[src/rtl/modbus_pkg.sv]
// Shared definitions for the Modbus RTU poll scheduler.
//   state_e        : sequencer states
//   *_LSB          : bit offsets of the fields in the modbus txdata/rxdata words
//   next_frame_id  : frame id increment that skips 0
package modbus_pkg;

  typedef enum logic [2:0] {
    ST_IDLE      = 3'd0,
    ST_GAP       = 3'd1,
    ST_ISSUE     = 3'd2,
    ST_WAIT_TX   = 3'd3,
    ST_WAIT_RESP = 3'd4
  } state_e;

  // txdata word: id[7:0], len[15:8], frame bytes from bit 16 up
  localparam int ID_LSB         = 0;
  localparam int LEN_LSB        = 8;
  localparam int TX_PAYLOAD_LSB = 16;

  // rxdata word: ack[7:0], rx_id[15:8], rxlen[23:16], payload from bit 24 up
  localparam int RXID_LSB    = 8;
  localparam int RXLEN_LSB   = 16;
  localparam int PAYLOAD_LSB = 24;

  // The modbus block starts a frame whenever the id changes, so id 0 is
  // reserved as "nothing sent yet" and the counter wraps 255 -> 1.
  function automatic logic [7:0] next_frame_id(input logic [7:0] id);
    return (id == 8'd255) ? 8'd1 : id + 8'd1;
  endfunction

endpackage

[src/rtl/modbus_slot_table.sv]
// Request slot storage for the poll scheduler.
//   clk, rst_n          : clock, async active-low reset (clears enables only)
//   cfg_we_i..frame_i   : single-cycle slot write port
//   rr_i                : round-robin start pointer
//   any_en_o            : at least one slot enabled
//   nxt_slot_o          : first enabled slot at or after rr_i (wrapping)
//   rd_slot_i           : slot read index
//   rd_len_o/rd_frame_o : length and frame bytes of rd_slot_i
module modbus_slot_table
  import modbus_pkg::*;
#(
  parameter int NUM_SLOTS = 4,
  parameter int FRAME_W   = 48,
  parameter int SLOT_W    = $clog2(NUM_SLOTS)
) (
  input  logic               clk,
  input  logic               rst_n,
  input  logic               cfg_we_i,
  input  logic [SLOT_W-1:0]  cfg_slot_i,
  input  logic               cfg_en_i,
  input  logic [7:0]         cfg_len_i,
  input  logic [FRAME_W-1:0] cfg_frame_i,
  input  logic [SLOT_W-1:0]  rr_i,
  output logic               any_en_o,
  output logic [SLOT_W-1:0]  nxt_slot_o,
  input  logic [SLOT_W-1:0]  rd_slot_i,
  output logic [7:0]         rd_len_o,
  output logic [FRAME_W-1:0] rd_frame_o
);

  logic [NUM_SLOTS-1:0] en_q;
  logic [7:0]           len_q   [NUM_SLOTS];
  logic [FRAME_W-1:0]   frame_q [NUM_SLOTS];

  always_ff @(posedge clk or negedge rst_n) begin
    if (!rst_n) begin
      en_q <= '0;
    end else if (cfg_we_i) begin
      en_q[cfg_slot_i] <= cfg_en_i;
    end
  end

  // Frame contents are only meaningful once the slot is enabled.
  always_ff @(posedge clk) begin
    if (cfg_we_i) begin
      len_q[cfg_slot_i]   <= cfg_len_i;
      frame_q[cfg_slot_i] <= cfg_frame_i;
    end
  end

  // Scan offsets from high to low so the smallest offset from rr_i wins.
  // NUM_SLOTS is a power of two, so the index wraps by truncation.
  always_comb begin
    logic [SLOT_W-1:0] idx;
    idx        = rr_i;
    any_en_o   = 1'b0;
    nxt_slot_o = rr_i;
    for (int i = NUM_SLOTS - 1; i >= 0; i--) begin
      idx = rr_i + SLOT_W'(i);
      if (en_q[idx]) begin
        any_en_o   = 1'b1;
        nxt_slot_o = idx;
      end
    end
  end

  assign rd_len_o   = len_q[rd_slot_i];
  assign rd_frame_o = frame_q[rd_slot_i];

endmodule

[src/rtl/modbus_poll_scheduler.sv]
// Modbus RTU master sequencer in front of the modbus UART frame block.
// Issues enabled request slots round-robin, enforces the inter-frame gap,
// waits for each reply with timeout and bounded retries, reports per slot.
//   clk, rst_n          : clock, async active-low reset
//   enable              : run; dropping it parks the sequencer once back in IDLE
//   cfg_we/slot/en/len/frame : slot configuration write port
//   mb_txdata           : {frame, len, id} to the modbus block
//   mb_tx_enable        : modbus transmitter busy
//   mb_rxdata           : {payload, rxlen, rx_id, ack} from the modbus block
//   resp_valid          : 1-cycle strobe, reply captured in resp_slot/len/data
//   err_valid           : 1-cycle strobe, resp_slot exhausted its retries
//   busy                : sequencer not in IDLE
module modbus_poll_scheduler
  import modbus_pkg::*;
#(
  parameter int ClkFrequency  = 12000000,
  parameter int Baud          = 9600,
  parameter int TX_BUFFERSIZE = 64,
  parameter int RX_BUFFERSIZE = 64,
  parameter int NUM_SLOTS     = 4,
  parameter int TIMEOUT_MS    = 100,
  parameter int RETRIES       = 2
) (
  input  logic                         clk,
  input  logic                         rst_n,
  input  logic                         enable,
  input  logic                         cfg_we,
  input  logic [$clog2(NUM_SLOTS)-1:0] cfg_slot,
  input  logic                         cfg_en,
  input  logic [7:0]                   cfg_len,
  input  logic [TX_BUFFERSIZE-17:0]    cfg_frame,
  output logic [TX_BUFFERSIZE-1:0]     mb_txdata,
  input  logic                         mb_tx_enable,
  input  logic [RX_BUFFERSIZE-1:0]     mb_rxdata,
  output logic                         resp_valid,
  output logic [$clog2(NUM_SLOTS)-1:0] resp_slot,
  output logic [7:0]                   resp_len,
  output logic [RX_BUFFERSIZE-25:0]    resp_data,
  output logic                         err_valid,
  output logic                         busy
);

  localparam int SW = $clog2(NUM_SLOTS);
  localparam int FW = TX_BUFFERSIZE - 16;
  localparam int DW = RX_BUFFERSIZE - 24;

  // 3.5 characters of 11 bits is ~40 bit times of line silence.
  localparam logic [31:0] GAP_CYC   = 32'(ClkFrequency * 40 / Baud);
  localparam logic [31:0] TO_CYC    = 32'((ClkFrequency / 1000) * TIMEOUT_MS);
  localparam logic [7:0]  RETRIES_L = 8'(RETRIES);

  state_e          state_q, state_d;
  logic [31:0]     cnt_q, cnt_d;
  logic [7:0]      attempt_q, attempt_d;
  logic [7:0]      id_q, id_d;
  logic [7:0]      rx_ref_q, rx_ref_d;
  logic [SW-1:0]   slot_q, slot_d;
  logic [SW-1:0]   rr_q, rr_d;
  logic            tx_seen_q, tx_seen_d;
  logic [TX_BUFFERSIZE-1:0] txdata_q, txdata_d;
  logic            resp_valid_q, resp_valid_d;
  logic            err_valid_q, err_valid_d;
  logic [SW-1:0]   resp_slot_q, resp_slot_d;
  logic [7:0]      resp_len_q, resp_len_d;
  logic [DW-1:0]   resp_data_q, resp_data_d;

  logic            any_en;
  logic [SW-1:0]   nxt_slot;
  logic [7:0]      rd_len;
  logic [FW-1:0]   rd_frame;

  logic [7:0]      rx_id, rx_len;
  logic            rx_new, reply, timeout, retry, start;
  logic            ack_unused;

  modbus_slot_table #(
    .NUM_SLOTS (NUM_SLOTS),
    .FRAME_W   (FW),
    .SLOT_W    (SW)
  ) u_slots (
    .clk         (clk),
    .rst_n       (rst_n),
    .cfg_we_i    (cfg_we),
    .cfg_slot_i  (cfg_slot),
    .cfg_en_i    (cfg_en),
    .cfg_len_i   (cfg_len),
    .cfg_frame_i (cfg_frame),
    .rr_i        (rr_q),
    .any_en_o    (any_en),
    .nxt_slot_o  (nxt_slot),
    .rd_slot_i   (slot_q),
    .rd_len_o    (rd_len),
    .rd_frame_o  (rd_frame)
  );

  assign rx_id      = mb_rxdata[RXID_LSB +: 8];
  assign rx_len     = mb_rxdata[RXLEN_LSB +: 8];
  assign ack_unused = ^mb_rxdata[7:0];

  assign start  = enable && any_en;
  // A changed rx_id means the modbus block finished receiving something.
  assign rx_new = (rx_id != rx_ref_q);
  assign reply  = (state_q == ST_WAIT_RESP) && rx_new && (rx_len != 8'd0);
  // Reply has priority over a coincident timer expiry; a late transmitter
  // rise on the last cycle also wins over the timeout.
  assign timeout = ((state_q == ST_WAIT_TX) && !tx_seen_q && !mb_tx_enable &&
                    (cnt_q == TO_CYC - 32'd1)) ||
                   ((state_q == ST_WAIT_RESP) && !reply &&
                    (cnt_q == TO_CYC - 32'd1));
  assign retry   = timeout && (attempt_q < RETRIES_L);

  // State register
  always_ff @(posedge clk or negedge rst_n) begin
    if (!rst_n) state_q <= ST_IDLE;
    else        state_q <= state_d;
  end

  // Next-state logic
  always_comb begin
    state_d = state_q;
    unique case (state_q)
      ST_IDLE:      if (start) state_d = ST_GAP;
      ST_GAP:       if (cnt_q >= GAP_CYC - 32'd1) state_d = ST_ISSUE;
      ST_ISSUE:     state_d = ST_WAIT_TX;
      ST_WAIT_TX: begin
        if (timeout)                        state_d = retry ? ST_GAP : ST_IDLE;
        else if (tx_seen_q && !mb_tx_enable) state_d = ST_WAIT_RESP;
      end
      ST_WAIT_RESP: begin
        if (reply)        state_d = ST_IDLE;
        else if (timeout) state_d = retry ? ST_GAP : ST_IDLE;
      end
      default:      state_d = ST_IDLE;
    endcase
  end

  // Output and datapath next-state logic
  always_comb begin
    busy         = (state_q != ST_IDLE);
    cnt_d        = cnt_q;
    attempt_d    = attempt_q;
    id_d         = id_q;
    rx_ref_d     = rx_ref_q;
    slot_d       = slot_q;
    rr_d         = rr_q;
    tx_seen_d    = tx_seen_q;
    txdata_d     = txdata_q;
    resp_valid_d = 1'b0;
    err_valid_d  = 1'b0;
    resp_slot_d  = resp_slot_q;
    resp_len_d   = resp_len_q;
    resp_data_d  = resp_data_q;

    unique case (state_q)
      ST_IDLE: begin
        if (start) begin
          slot_d    = nxt_slot;
          attempt_d = 8'd0;
          cnt_d     = 32'd0;
        end
      end
      ST_GAP: begin
        cnt_d = cnt_q + 32'd1;
      end
      ST_ISSUE: begin
        id_d      = next_frame_id(id_q);
        // Slot contents are read here, so a config write lands on the next issue.
        txdata_d  = {rd_frame, rd_len, next_frame_id(id_q)};
        rx_ref_d  = rx_id;
        cnt_d     = 32'd0;
        tx_seen_d = 1'b0;
      end
      ST_WAIT_TX: begin
        if (!tx_seen_q) begin
          tx_seen_d = mb_tx_enable;
          cnt_d     = cnt_q + 32'd1;
        end else if (!mb_tx_enable) begin
          cnt_d = 32'd0;
        end
      end
      ST_WAIT_RESP: begin
        cnt_d = cnt_q + 32'd1;
        // Zero-length receptions (runts, our own echo) only move the reference.
        if (rx_new && (rx_len == 8'd0)) rx_ref_d = rx_id;
        if (reply) begin
          resp_valid_d = 1'b1;
          resp_slot_d  = slot_q;
          resp_len_d   = rx_len;
          resp_data_d  = mb_rxdata[RX_BUFFERSIZE-1:PAYLOAD_LSB];
          rr_d         = slot_q + SW'(1);
        end
      end
      default: ;
    endcase

    if (timeout) begin
      cnt_d = 32'd0;
      if (retry) begin
        attempt_d = attempt_q + 8'd1;
      end else begin
        err_valid_d = 1'b1;
        resp_slot_d = slot_q;
        rr_d        = slot_q + SW'(1);
      end
    end
  end

  // Datapath and output registers
  always_ff @(posedge clk or negedge rst_n) begin
    if (!rst_n) begin
      cnt_q        <= '0;
      attempt_q    <= '0;
      id_q         <= '0;
      rx_ref_q     <= '0;
      slot_q       <= '0;
      rr_q         <= '0;
      tx_seen_q    <= 1'b0;
      txdata_q     <= '0;
      resp_valid_q <= 1'b0;
      err_valid_q  <= 1'b0;
      resp_slot_q  <= '0;
      resp_len_q   <= '0;
      resp_data_q  <= '0;
    end else begin
      cnt_q        <= cnt_d;
      attempt_q    <= attempt_d;
      id_q         <= id_d;
      rx_ref_q     <= rx_ref_d;
      slot_q       <= slot_d;
      rr_q         <= rr_d;
      tx_seen_q    <= tx_seen_d;
      txdata_q     <= txdata_d;
      resp_valid_q <= resp_valid_d;
      err_valid_q  <= err_valid_d;
      resp_slot_q  <= resp_slot_d;
      resp_len_q   <= resp_len_d;
      resp_data_q  <= resp_data_d;
    end
  end

  assign mb_txdata  = txdata_q;
  assign resp_valid = resp_valid_q;
  assign err_valid  = err_valid_q;
  assign resp_slot  = resp_slot_q;
  assign resp_len   = resp_len_q;
  assign resp_data  = resp_data_q;

endmodule

[config.mk]
export PLATFORM = sky130hd
export DESIGN_NAME = modbus_poll_scheduler
export DESIGN_NICKNAME = d
export VERILOG_FILES = /design/src/rtl/modbus_pkg.sv /design/src/rtl/modbus_slot_table.sv /design/src/rtl/modbus_poll_scheduler.sv
export SDC_FILE = /design/constraint.sdc
export NUM_CORES = 1
export LEC_CHECK = 0
export BUFFER_PORTS_ARGS = -buffer_cell sky130_fd_sc_hd__buf_2
export CORE_UTILIZATION = 57
export CTS_BUF_LIST = sky130_fd_sc_hd__clkbuf_8 sky130_fd_sc_hd__clkbuf_16
export DETAILED_ROUTE_END_ITERATION = 12
export PLACE_DENSITY_LB_ADDON = 0.25
export SLEW_MARGIN = 15
export SYNTH_ARGS = -nofsm -noshare
export SYNTH_HDL_FRONTEND = slang
export SYNTH_HIERARCHICAL = 1
export SYNTH_SLANG_ARGS = --single-unit
[constraint.sdc]
create_clock -name clk -period 2.55 [get_ports clk]
set_input_delay 0.255 -clock clk [delete_from_list [all_inputs] [get_ports clk]]
set_output_delay 0.255 -clock clk [all_outputs]
set_load 0.03 [all_outputs]
==> metrics.yaml <==
pwr-share-clk: 0.281
start_util: 0.584
rrSetupSlack_ns: 0.21
swShare: 0.326
max-clock-path-buffers: 3
p_comb_frac: 0.327
p_per_area_nw_per_um2: 1100
synth_nets: 1037
yosysWarnings: 6
max_freq_mhz: 428
gp_congestion: 0.845
outcome: "completed"
ioPinCount: 245
setup_tns_ns: 0
crit_start: "cnt_q[22]"
ctsHtreeMaxLevel: 2
cp_max_fo: 7
avgSynthCellArea_um2: 17.5
ant_nets: 0
cts_resized: 0
cp-endpoint: "resp_slot[1]"
finalCriticalPeriod_ns: 2.34
async_flop_share: 0.440
antenna_found_initial: 1
drt_iter0_markers: 659
clockRootBuffer: "clkbuf_16"
row_count: 60
num-fill-cells: 1615
synth_edf_count: 224
reg2reg_depth: 5
cp.required_ns: 2.97
drv_slew: 0
die_height_um: 169
synthDistinctLibCells: 67
synthToLayoutAreaGrowth_pct: 27.6
rsz0062_at_grt: "no"
critPathArrivalTime_ns: 2.76
drt_first_pass_iters: 5
cts-buffers-inserted: 40
post-cts-setup-buffers: 0
numPortBuffers: 236
relSlewSlack: 0.547
cts_tree: "yes"
hold_violations: 0
grt_use_total: 0.238
netlist_area_um2: 15800
finalNetCount: 1414
core_um2: 27100
tightest_slew_ns: 0.680
ys_seq_area_frac: 0.703
routed_wl_mm: 32.7
drv_cap: 0
r2r_end: "resp_slot[1]"
postSynthCellCount: 906
grt_pass1_vias: 9894
fp.dieArea_um2: 28400
post-route-period-util: 0.917
internal_power_mw: 15.0
startpoint_type: "flip-flop"
seq_power_share: 0.393
finalSetupViolCount: 0
dpl-instance-area_um2: 17600
hold_class: "input port to flip-flop"
path_class: "flip-flop to flip-flop"
grt_pass1_wl_mm: 52.3
peakVddDrop_uv: 876
drive_gt1_frac: 0.399
insertion_delay_ns: 0.53
r2r_start: "cnt_q[22]"
leakage_nw: 8.27
grt.overflow.total: 0
wl_per_cell_um: 19.4
clock-sinks: 400
fin_area_um2: 20200
clock-skew-final_ns: 0.0129
clk_pin_slew_ns: 0.06
num_vias: 9359
hpwl_mm: 19.5
switchingPower_mw: 7.27
route.detailed.drc: 0
viasPerCell: 5.55
grt_max_degree: 75
synth.ff_latch_count: 400
die_w_um: 169
synth_ff_type: "edfxtp_1"
worst_setup_path_end_kind: "flip-flop"
==> metrics by stage <==
stage | instances | setup WS, ns | utilization | power (mW) | hold slack [ns]
detailed placement | 1500 | 0.206 | 0.650 | 16.0 | 0.344
CTS | 1686 | 0.202 | 0.745 | 22.5 | 0.00396
global placement | 1500 | 0.227 | 0.650 | 15.8 | 0.344
global route | 1687 | 0.120 | 0.745 | 23.3 | 0.0159
floorplan | 906 | 0.210 | - | 14.0 | -0.0406
finish | 1687 | 0.212 | 0.745 | 22.3 | 0.0213
==> how the worst min path moves through the flow <==
stage / depth (start not counted) / slack, ns / end / start
detailed placement: 1 / 0.34 / resp_data[12] / rst_n
finish: 2 / 0.02 / rx_ref_q[3] / mb_rxdata[11]
CTS: 2 / 0.004 / rx_ref_q[3] / mb_rxdata[11]
floorplan: 0 / -0.04 / attempt_q[0] / rst_n
global placement: 1 / 0.34 / resp_data[12] / rst_n
global route: 2 / 0.02 / rx_ref_q[3] / mb_rxdata[11]
==> layout by cell type, fill, tap and decap left out, types with 7 or more instances in the layout <==
master and n:
inv_1 24, mux2_2 115, nor2_1 16, clkbuf_16 40, a31oi_1 19, xnor2_1 7
and3_1 10, a21oi_1 14, nand4_1 14, bufinv_16 8, dfrtp_1 174, nand3_1 15
edfxtp_1 224, clkbuf_8 7, buf_4 18, mux4_2 56, buf_2 235, dlygate4sd3_1 113
o21ai_0 17, nand2_1 49, buf_12 12, and2_1 8, xor2_1 14, nor4_1 8
==> cells by family (layout without fill, tap and decap cells) <==
family,after synthesis,count (layout),share of synthesized area
other,0,1,0
adders and majority gates,3,3,0.00237
xor gates and xnor gates,21,21,0.0116
DFF,400,400,0.703
AOI/OAI and AO/OA,92,92,0.0411
muxes,179,179,0.167
buffers and inverters,58,466,0.0206
and+or+nand+nor,153,153,0.0537
==> power by group through the flow <==
stage	Combinational, mW	Clock [mW]	Sequential [mW]
final	7.28	6.25	8.75
after global routing	7.80	6.62	8.90
after CTS	7.33	6.38	8.75
after detailed placement	7.16	0	8.86
after global placement	7.05	0	8.79
after floorplan	3.64	0	10.3
==> cells in the mapped netlist, types with 3 or more instances <==
cell | instances | area share
xnor2_1 | 7 | 0.0039
nor4_1 | 8 | 0.0032
ha_1 | 3 | 0.0024
xor2_1 | 14 | 0.0077
nand3_1 | 16 | 0.0051
inv_1 | 14 | 0.0033
nor3_1 | 6 | 0.0019
o22ai_1 | 4 | 0.0016
and2_1 | 8 | 0.0032
mux4_2 | 56 | 0.080
buf_12 | 4 | 0.0051
a21o_1 | 4 | 0.0019
nor3b_1 | 3 | 0.0014
mux2_2 | 115 | 0.082
mux2i_1 | 5 | 0.0032
nor2_1 | 17 | 0.0040
mux2_4 | 3 | 0.0028
and3_1 | 11 | 0.0043
a31oi_1 | 19 | 0.0075
a22o_1 | 5 | 0.0028
and4_1 | 3 | 0.0017
nand2_1 | 49 | 0.012
a21oi_1 | 14 | 0.0044
clkbuf_1 | 17 | 0.0040
buf_2 | 19 | 0.0060
or4_1 | 3 | 0.0014
o21ai_0 | 17 | 0.0054
edfxtp_1 | 224 | 0.42
nand4_1 | 14 | 0.0055
a41oi_1 | 6 | 0.0033
dfrtp_1 | 176 | 0.28
==> state kept, by name, indices dropped and copies added (netlist names), 3 cells and up <==
signal / flops
u_slots/frame_q: 192
id_q: 7
u_slots/len_q: 32
u_slots/en_q: 4
resp_data: 40
rx_ref_q: 8
mb_txdata: 57
cnt_q: 32
state_q: 3
resp_len: 8
attempt_q: 8
==> area by class of cell <==
| cell class | count | area [um2] | share of cell area |
|---|---|---|---|
| clock inverters | 27 | 355 | 0.0176 |
| multi-input cells | 448 | 4400 | 0.218 |
| clock buffers | 46 | 1080 | 0.0537 |
| repair buffers | 379 | 2700 | 0.134 |
| diodes | 1 | 2.50 | 0.000124 |
| well taps | 372 | 465 | 0.0230 |
| inverters | 14 | 52.6 | 0.00260 |
| flip-flops and latches | 400 | 11100 | 0.551 |
==> per-layer routing <==
layer / GRT usage / wire length [um]
met5: 0 / 0
met1: 0.303 / 13100
met3: 0.0545 / 2120
met4: 0.0692 / 664
met2: 0.412 / 16700
==> repair_timing <==
item                                   4_1_cts  5_1_grt
setup endpoints to repair                    0        0
endpoints found under the hold margin      354        0
hold buffers                               113        0
==> critical path, stage by stage, from the launching register on <==
cell and delay, ns:
dfrtp_1 0.45, nor4_2 0.33, nand4_2 0.21, or4_4 0.58, o31a_4 0.34, mux2_4 0.31
No activity file was read; power rests on OpenSTA's default activity.
